**src/rtl/seq_mul.sv**
```systemverilog
// Iterative shift-add multiplier: WIDTH iterations over operand magnitudes, sign fixed up
// in a final DONE cycle, optional accumulate into the held 2*WIDTH-bit result.
module seq_mul #(
    parameter  int unsigned WIDTH = 32,
    localparam int unsigned CNT_W = $clog2(WIDTH + 1)
) (
    input  logic               clk,
    input  logic               rst_n,
    input  logic               start,
    input  logic               is_signed,
    input  logic               acc,
    input  logic [WIDTH-1:0]   a,
    input  logic [WIDTH-1:0]   b,
    output logic               busy,
    output logic               mulfinish,
    output logic [2*WIDTH-1:0] y
);

    typedef enum logic [1:0] {
        S_IDLE,
        S_RUN,
        S_DONE
    } state_t;

    state_t r_state;
    state_t w_next;

    logic [2*WIDTH-1:0] r_mcand;
    logic [WIDTH-1:0]   r_mplier;
    logic [2*WIDTH-1:0] r_pp;
    logic [CNT_W-1:0]   r_cnt;
    logic               r_neg;
    logic               r_acc;
    logic [2*WIDTH-1:0] r_y;
    logic               r_busy;
    logic               r_fin;

    logic               w_accept;
    logic               w_last;
    logic [WIDTH-1:0]   w_mag_a;
    logic [WIDTH-1:0]   w_mag_b;
    logic [2*WIDTH-1:0] w_pp_step;
    logic [2*WIDTH-1:0] w_prod;
    logic [2*WIDTH-1:0] w_y_next;
    logic               w_busy_next;
    logic               w_fin_next;

    assign w_accept = (r_state == S_IDLE) && start;
    assign w_last   = (r_cnt == CNT_W'(WIDTH - 1));

    always_ff @(posedge clk or negedge rst_n) begin
        if (!rst_n) begin
            r_state <= S_IDLE;
        end else begin
            r_state <= w_next;
        end
    end

    always_comb begin
        w_next = r_state;
        unique case (r_state)
            S_IDLE:  if (start)  w_next = S_RUN;
            S_RUN:   if (w_last) w_next = S_DONE;
            S_DONE:  w_next = S_IDLE;
            default: w_next = S_IDLE;
        endcase
    end

    // busy/mulfinish are registered from the next state so start never reaches them combinationally
    always_comb begin
        w_busy_next = (w_next != S_IDLE);
        w_fin_next  = (r_state == S_DONE);
    end

    always_ff @(posedge clk or negedge rst_n) begin
        if (!rst_n) begin
            r_busy <= 1'b0;
            r_fin  <= 1'b0;
        end else begin
            r_busy <= w_busy_next;
            r_fin  <= w_fin_next;
        end
    end

    // Most-negative operand negates to 2^(WIDTH-1), which is still exact when read unsigned
    always_comb begin
        w_mag_a   = (is_signed && a[WIDTH-1]) ? (~a + 1'b1) : a;
        w_mag_b   = (is_signed && b[WIDTH-1]) ? (~b + 1'b1) : b;
        w_pp_step = r_mplier[0] ? (r_pp + r_mcand) : r_pp;
        w_prod    = r_neg ? (~r_pp + 1'b1) : r_pp;
        w_y_next  = r_acc ? (r_y + w_prod) : w_prod;
    end

    always_ff @(posedge clk or negedge rst_n) begin
        if (!rst_n) begin
            r_mcand  <= '0;
            r_mplier <= '0;
            r_pp     <= '0;
            r_cnt    <= '0;
            r_neg    <= 1'b0;
            r_acc    <= 1'b0;
            r_y      <= '0;
        end else begin
            unique case (r_state)
                S_IDLE: begin
                    if (w_accept) begin
                        r_mcand  <= {{WIDTH{1'b0}}, w_mag_a};
                        r_mplier <= w_mag_b;
                        r_pp     <= '0;
                        r_cnt    <= '0;
                        r_neg    <= is_signed & (a[WIDTH-1] ^ b[WIDTH-1]);
                        r_acc    <= acc;
                    end
                end
                S_RUN: begin
                    r_pp     <= w_pp_step;
                    r_mcand  <= r_mcand << 1;
                    r_mplier <= r_mplier >> 1;
                    r_cnt    <= r_cnt + CNT_W'(1);
                end
                S_DONE: begin
                    r_y <= w_y_next;
                end
                default: ;
            endcase
        end
    end

    assign busy      = r_busy;
    assign mulfinish = r_fin;
    assign y         = r_y;

endmodule

```
**config.mk**
```make
export PLATFORM = sky130hd
export DESIGN_NAME = seq_mul
export DESIGN_NICKNAME = d
export VERILOG_FILES = /design/src/rtl/seq_mul.sv
export SDC_FILE = /design/constraint.sdc
export NUM_CORES = 1
export LEC_CHECK = 0
export ABC_CLOCK_PERIOD_IN_PS = 7200
export BUFFER_PORTS_ARGS = -buffer_cell sky130_fd_sc_hd__buf_4
export CORE_MARGIN = 2
export CORE_UTILIZATION = 55
export CTS_CLUSTER_SIZE = 24
export DETAILED_ROUTE_END_ITERATION = 8
export PLACE_DENSITY = 0.74
export SLEW_MARGIN = 20
export SYNTH_ARGS = -nofsm -noshare
export SYNTH_HDL_FRONTEND = slang
export SYNTH_SLANG_ARGS = --single-unit
export TNS_END_PERCENT = 20
```
**constraint.sdc**
```tcl
create_clock -name clk -period 7.2 [get_ports clk]
set_clock_uncertainty 0.1 [all_clocks]
set_input_delay 1.44 -clock clk [delete_from_list [all_inputs] [get_ports clk]]
set_output_delay 1.44 -clock clk [all_outputs]
set_load 0.005 [all_outputs]
```
# Word level (Yosys, flattened, before mapping)
# Cells that the tools add are included.
[totals]
mem_bits_ro = 0
ramBits = 0
latchBits = 0
input_bits = 69
memories = 0
output_inout_bits = 66
ff_bits = 236
[op_classes]
n_eq_ne = 5
n_shift = 0
add_sub_neg = 6
multipliers = 0
mux = 16
reduce_logical = 9
n_lt_le_gt_ge = 0
bitwise = 5
div_mod_pow = 0
[ops]
columns = ["cell", "n"]
rows = [
  ["two-way mux 64 bit", 5],
  ["case mux 64 bit (2 select lines)", 2],
  ["adder 64 bit", 2],
  ["two-way mux 32 bit", 3],
  ["adder 32 x 1 -> 32 bit (second input constant)", 2],
  ["adder 64 x 1 -> 64 bit (second input constant)", 1],
  ["inverter 32 bit", 2],
  ["inverter 64 bit", 1],
  ["case mux 32 bit (2 select lines)", 1],
  ["case mux 6 bit (2 select lines)", 1],
  ["adder 6 x 1 -> 6 bit (second input constant)", 1],
  ["equality test 6 x 5 -> 1 bit (second input constant)", 1],
  ["two-way mux 6 bit", 1],
  ["two-way mux 2 bit", 2],
  ["inequality test 2 bit (second input constant)", 2],
  ["case mux 2 bit (2 select lines)", 1],
  ["AND reduction 2 bit", 2],
  ["nonzero test 2 bit", 2],
  ["logical AND 1 bit", 3],
  ["AND reduction 3 bit", 1],
  ["equality test 2 x 1 -> 1 bit (second input constant)", 1],
  ["equality test 2 bit (second input constant)", 1],
  ["logical NOT 2 bit", 1],
  ["AND 1 bit", 1],
  ["bitwise XOR 1 bit", 1],
]

# Logic depth before layout (Yosys ltp)
[logic_depth]
word_depth = 5
mapped_depth = 22
mapped_depth_nobuf = 21

# Worst setup path after synthesis
# Ideal clock, no wire load.
[synth_timing]
path_type = "reg2reg"
startpoint = "register r_pp[18]"
endpoint = "register r_y[63] (netlist: y[63])"
setup_slack_ns = 2.012
n_path_buf = 1
period_less_slack_ns = 5.188
path_stages_with_launch = 22
arrival_ns = 5.017
cell_sequence = "dfrtp_1 -> or4_1 -> or3_4 -> or2_1 -> or3_1 -> nand2b_1 -> nor2_1 -> nand3_1 -> o41ai_1 -> xnor2_1 -> ha_1 -> clkbuf_1 -> a21oi_1 -> o21bai_1 -> a21oi_1 -> a21boi_0 -> o21ai_0 -> a21oi_1 -> or3b_2 -> a211oi_1 -> a31oi_1 -> nand4_1"
[synth_via]
elab_chain_len = 5
[synth_rtl]
columns = ["item", "line", "source"]
rows = [
  ["start: declaration", "30", "logic [2*WIDTH-1:0] r_pp;"],
  ["start signal: assignment", "116", "r_pp <= w_pp_step;"],
  ["inverter 64 bit", "90", "w_prod = r_neg ? (~r_pp + 1'b1) : r_pp;"],
  ["adder 64 x 1 -> 64 bit", "90", ""],
  ["two-way mux 64 bit (*)", "90", ""],
  ["adder 64 bit", "91", "w_y_next = r_acc ? (r_y + w_prod) : w_prod;"],
  ["two-way mux 64 bit (*)", "91", ""],
  ["end signal: assignment", "122", "r_y <= w_y_next;"],
  ["end: declaration", "34", "logic [2*WIDTH-1:0] r_y;"],
]
# Every way passes the cells marked *; elsewhere a longest branch is shown, timed or not.
# A chain may end at the register's enable or synchronous reset.

# Worst setup path after layout
# Same ends and word-level chain as after synthesis.

==> metrics.csv <==
metric;value;unit
final_core_util;62.34;%
drcViolationCount;0;
wl;55.05;mm
final_layout_size_suffix_gt1_share;9.128;%
min_path_type;register to register;
grt_pass1_vias;17020;
crit_buf_inv;0;
synthArstFlopShare;100.0;%
h-tree-depth;1;
crit_end;y[63];
synth_top_cell_area_share;30.56;%
postCtsSetupBuffers;0;
critPathTopFamily;simple AND/OR/NAND/NOR gates;
outcome;finished clean;
synthesis.area;19330;um2
vias;18330;
fmax;0.1648;GHz
nets;2625;
timing.rr.start;r_pp[18];
syn_nets;2582;
switching_share;48.18;%
yosysWarnings;0;
cts_tree;built;
synth_simple_gate_area_share;15.52;%
core-area;34540;um2
ant_nets;0;
setup_tns;0;ns
die-area;36660;um2
p_int;4.848;mW
nFillCells;3032;
yosysTopAreaCell;dfrtp_1;
insertion_delay;0.57;ns
drv_slew;0;
rrSetupSlack;1.13;ns
grt_pass1_wl;88.97;mm
ctsResizeCount;0;
place_congestion;0.9501;
cts_root_buf;clkbuf_16;
ys_seq_elements;236;
synthMuxAreaShare;0.6344;%
pwr-share-clk;16.0;%
port_buffers;134;
synthCells;2367;
maxSlewHeadroom;38.36;%
synth_edf_count;0;
crit_fanout;8;
synth_top_family_by_area;compound AO/OA/AOI/OAI gates;
ioPinCount;135;
timing.setup.critical_path_class;register to register;
critPathLaunch;r_pp[18];
grt_max_degree;145;
synth_compound_gate_area_share;29.76;%
power.density;434.5;nW/um2
start_util;55.95;%
cts_buffers;28;
cp_data_arrival_time;6.47;ns
fin_crit;6.070;ns
startpoint_type;register;
ys_top_cells_by_area;dfrtp_1, ha_1, xnor2_1;
antenna_found_initial;0;
n_antenna_cell;0;
synth_cell_types;71;
hold_violations;0;
hold_buffers;0;
fin_crit_sh;84.30;%
p_switching;4.508;mW
cap_violations;0;
vias_per_cell;6.349;
yosysSeqAreaShare;30.56;%
grt_setup_unrepaired;false;
pwr-share-seq;25.6;%
wl_per_cell;19.07;um
dr.pass1.iters;6;
p_leak;10.13;nW
cts_sinks;236;
synthToLayoutAreaGrowth;11.42;%
critical_path_required;7.60;ns
setup_viol;0;
r2r_end;y[63];
num_rows;68;
r2r_cells;21;
critPathCaptureType;register;
vdd_ir_drop_max;0.2238;mV
synth_ff_type;dfrtp_1;
clockBufferDepth;3;
crit_path_max_incr_delay;0.60;ns
die_y;191.5;um
cp_num_cells;21;
gr-total-overflow;0;
first_iter_violations;1540;
worst_pin_slew;0.9246;ns
synth_adder_area_share;9.529;%
path_clk_slew;0.06;ns
cpMaxStageDelayCell;or4_1;
crit_chain;or4_1, or3_4, or2_1, or3_1, nand2b_1, nor2_1, nand3_1, o21ai_1, xnor2_1, ha_1, a21o_1, a21oi_1, o21bai_1, o21bai_1, a21boi_0, o21ai_0, a21oi_1, or3b_2, a211oi_1, a31oi_1, nand4_1;
globalRouteTotalUtil;29.91;%
dp.final_hpwl;40.82;mm
fp.dieW;191.5;um
p_total;9.356;mW
power_frac_comb;58.4;%
synth-xor-area-share;10.42;%
synth_area_per_cell;8.165;um2
## stage by stage
stage / instance area, um2 / hold slack (ns) / worst slack [ns] / instances
after floorplan: 19330 / 0.3506 / 2.012 / 2367
after detailed placement: 20560 / 0.3750 / 1.314 / 2835
after CTS: 21530 / 0.3894 / 1.267 / 2887
after global placement: 20560 / 0.3691 / 1.416 / 2835
after global routing: 21530 / 0.4085 / 0.7621 / 2887
final: 21530 / 0.3850 / 1.130 / 2887
## worst register-to-register path, delay by kind of cell, from the launching register on
family                   cells  cell delay, ns
adder cells (fa/ha/maj)      1            0.34
AO/OA/AOI/OAI               10            1.96
XOR/XNOR                     1            0.17
AND/OR/NAND/NOR              9            2.99
flip-flops                   1            0.45
## cells in the mapped netlist, drive strengths merged, types with 4 or more instances
cell type	instances
clkbuf	123
and4	6
nor2	133
and3	21
o21a	17
o21ai	273
nand2b	13
xor2	81
a221o	6
dfrtp	236
xnor2	149
a21boi	8
a22oi	54
nor4	17
a22o	41
o31ai	40
a31oi	25
nand3	35
buf	12
a211oi	20
inv	49
o21bai	23
o22ai	35
or4	12
o41ai	14
nor3	31
a21o	110
mux2i	10
nand2	272
o211ai	6
a31o	4
or3	23
ha	144
a221oi	6
or2	7
a21oi	207
nor2b	11
and2	10
nand3b	4
a2111oi	4
nand4	40
## worst min path at each step
stage	start	end	cells after the start
3_3_place_gp	r_cnt[5]	r_cnt[5]	1
2_1_floorplan	r_mplier[31]	r_mplier[31]	2
6_report	r_mplier[31]	r_mplier[31]	2
3_5_place_dp	r_mplier[31]	r_mplier[31]	2
4_1_cts	r_mplier[31]	r_mplier[31]	2
5_1_grt	r_cnt[5]	r_cnt[5]	1
## cells by family (layout without fill, tap and decap cells)
group,after synthesis,after routing
xor gates and xnor gates,230,230
adders and majority gates,146,146
and+or+nand+nor,642,642
AOI/OAI and AO/OA,917,917
muxes,12,12
buffers and inverters,184,249
DFF,236,236
## cell type report
type                    count  area (um2)  area share (%)
multi-input cells        1947       12770           59.28
flip-flops and latches    236        5908           27.44
repair buffers            148        1131           5.252
clock buffers              37       805.8           3.742
well taps                 455       569.3           2.644
inverters                  49       183.9          0.8541
clock inverters            15       170.2          0.7902
## flip-flops by register name (all words and copies together) (netlist names)
signal / flops
busy: 1
mulfinish: 1
r_acc: 1
r_cnt: 6
r_mcand: 64
r_mplier: 32
r_neg: 1
r_pp: 64
r_state: 2
y: 64
## layer usage
layer,vias up,GRT usage [%],share of wire [%]
met5,-,0,0
met4,0,6.746,1.7
met3,68,5.122,8.3
met2,658,45.89,44
met1,8791,43.87,46
li1,8812,-,-
## power by group through the flow
stage                     Combinational, mW  Clock [mW]  Sequential (mW)
after floorplan                        4.27           0             2.13
after global routing                   6.09        1.58             2.45
after CTS                              5.39        1.52             2.37
final                                  5.47        1.49             2.40
after detailed placement               5.35           0             2.38
after global placement                 5.26           0             2.36
## placed cells by master, fill, tap and decap left out, types with 6 or more instances in the layout
cell       count
a21o_1       110
o41ai_1       14
o21ai_0      257
nand2_1      270
o21a_1        17
a211oi_1      20
o21ai_1       15
o21bai_1      23
and3_1        21
nand2b_1      13
and4_1         6
nand4_1       40
mux2i_1       10
dfrtp_1      234
clkbuf_16     29
nor3_1        31
a221oi_1       6
or2_2          6
a22o_1        41
ha_1         144
inv_1         48
o211ai_1       6
xor2_1        81
buf_4        146
a22oi_1       54
a21oi_1      207
a221o_1        6
nor4_1        16
or3_1         21
nand3_1       35
xnor2_1      149
a31oi_1       25
nor2b_1       11
o22ai_1       35
nor2_1       131
o31ai_1       40
a21boi_0       8
or4_1         11
and2_1        10
Note: power is estimated with default switching activity, not from simulation.
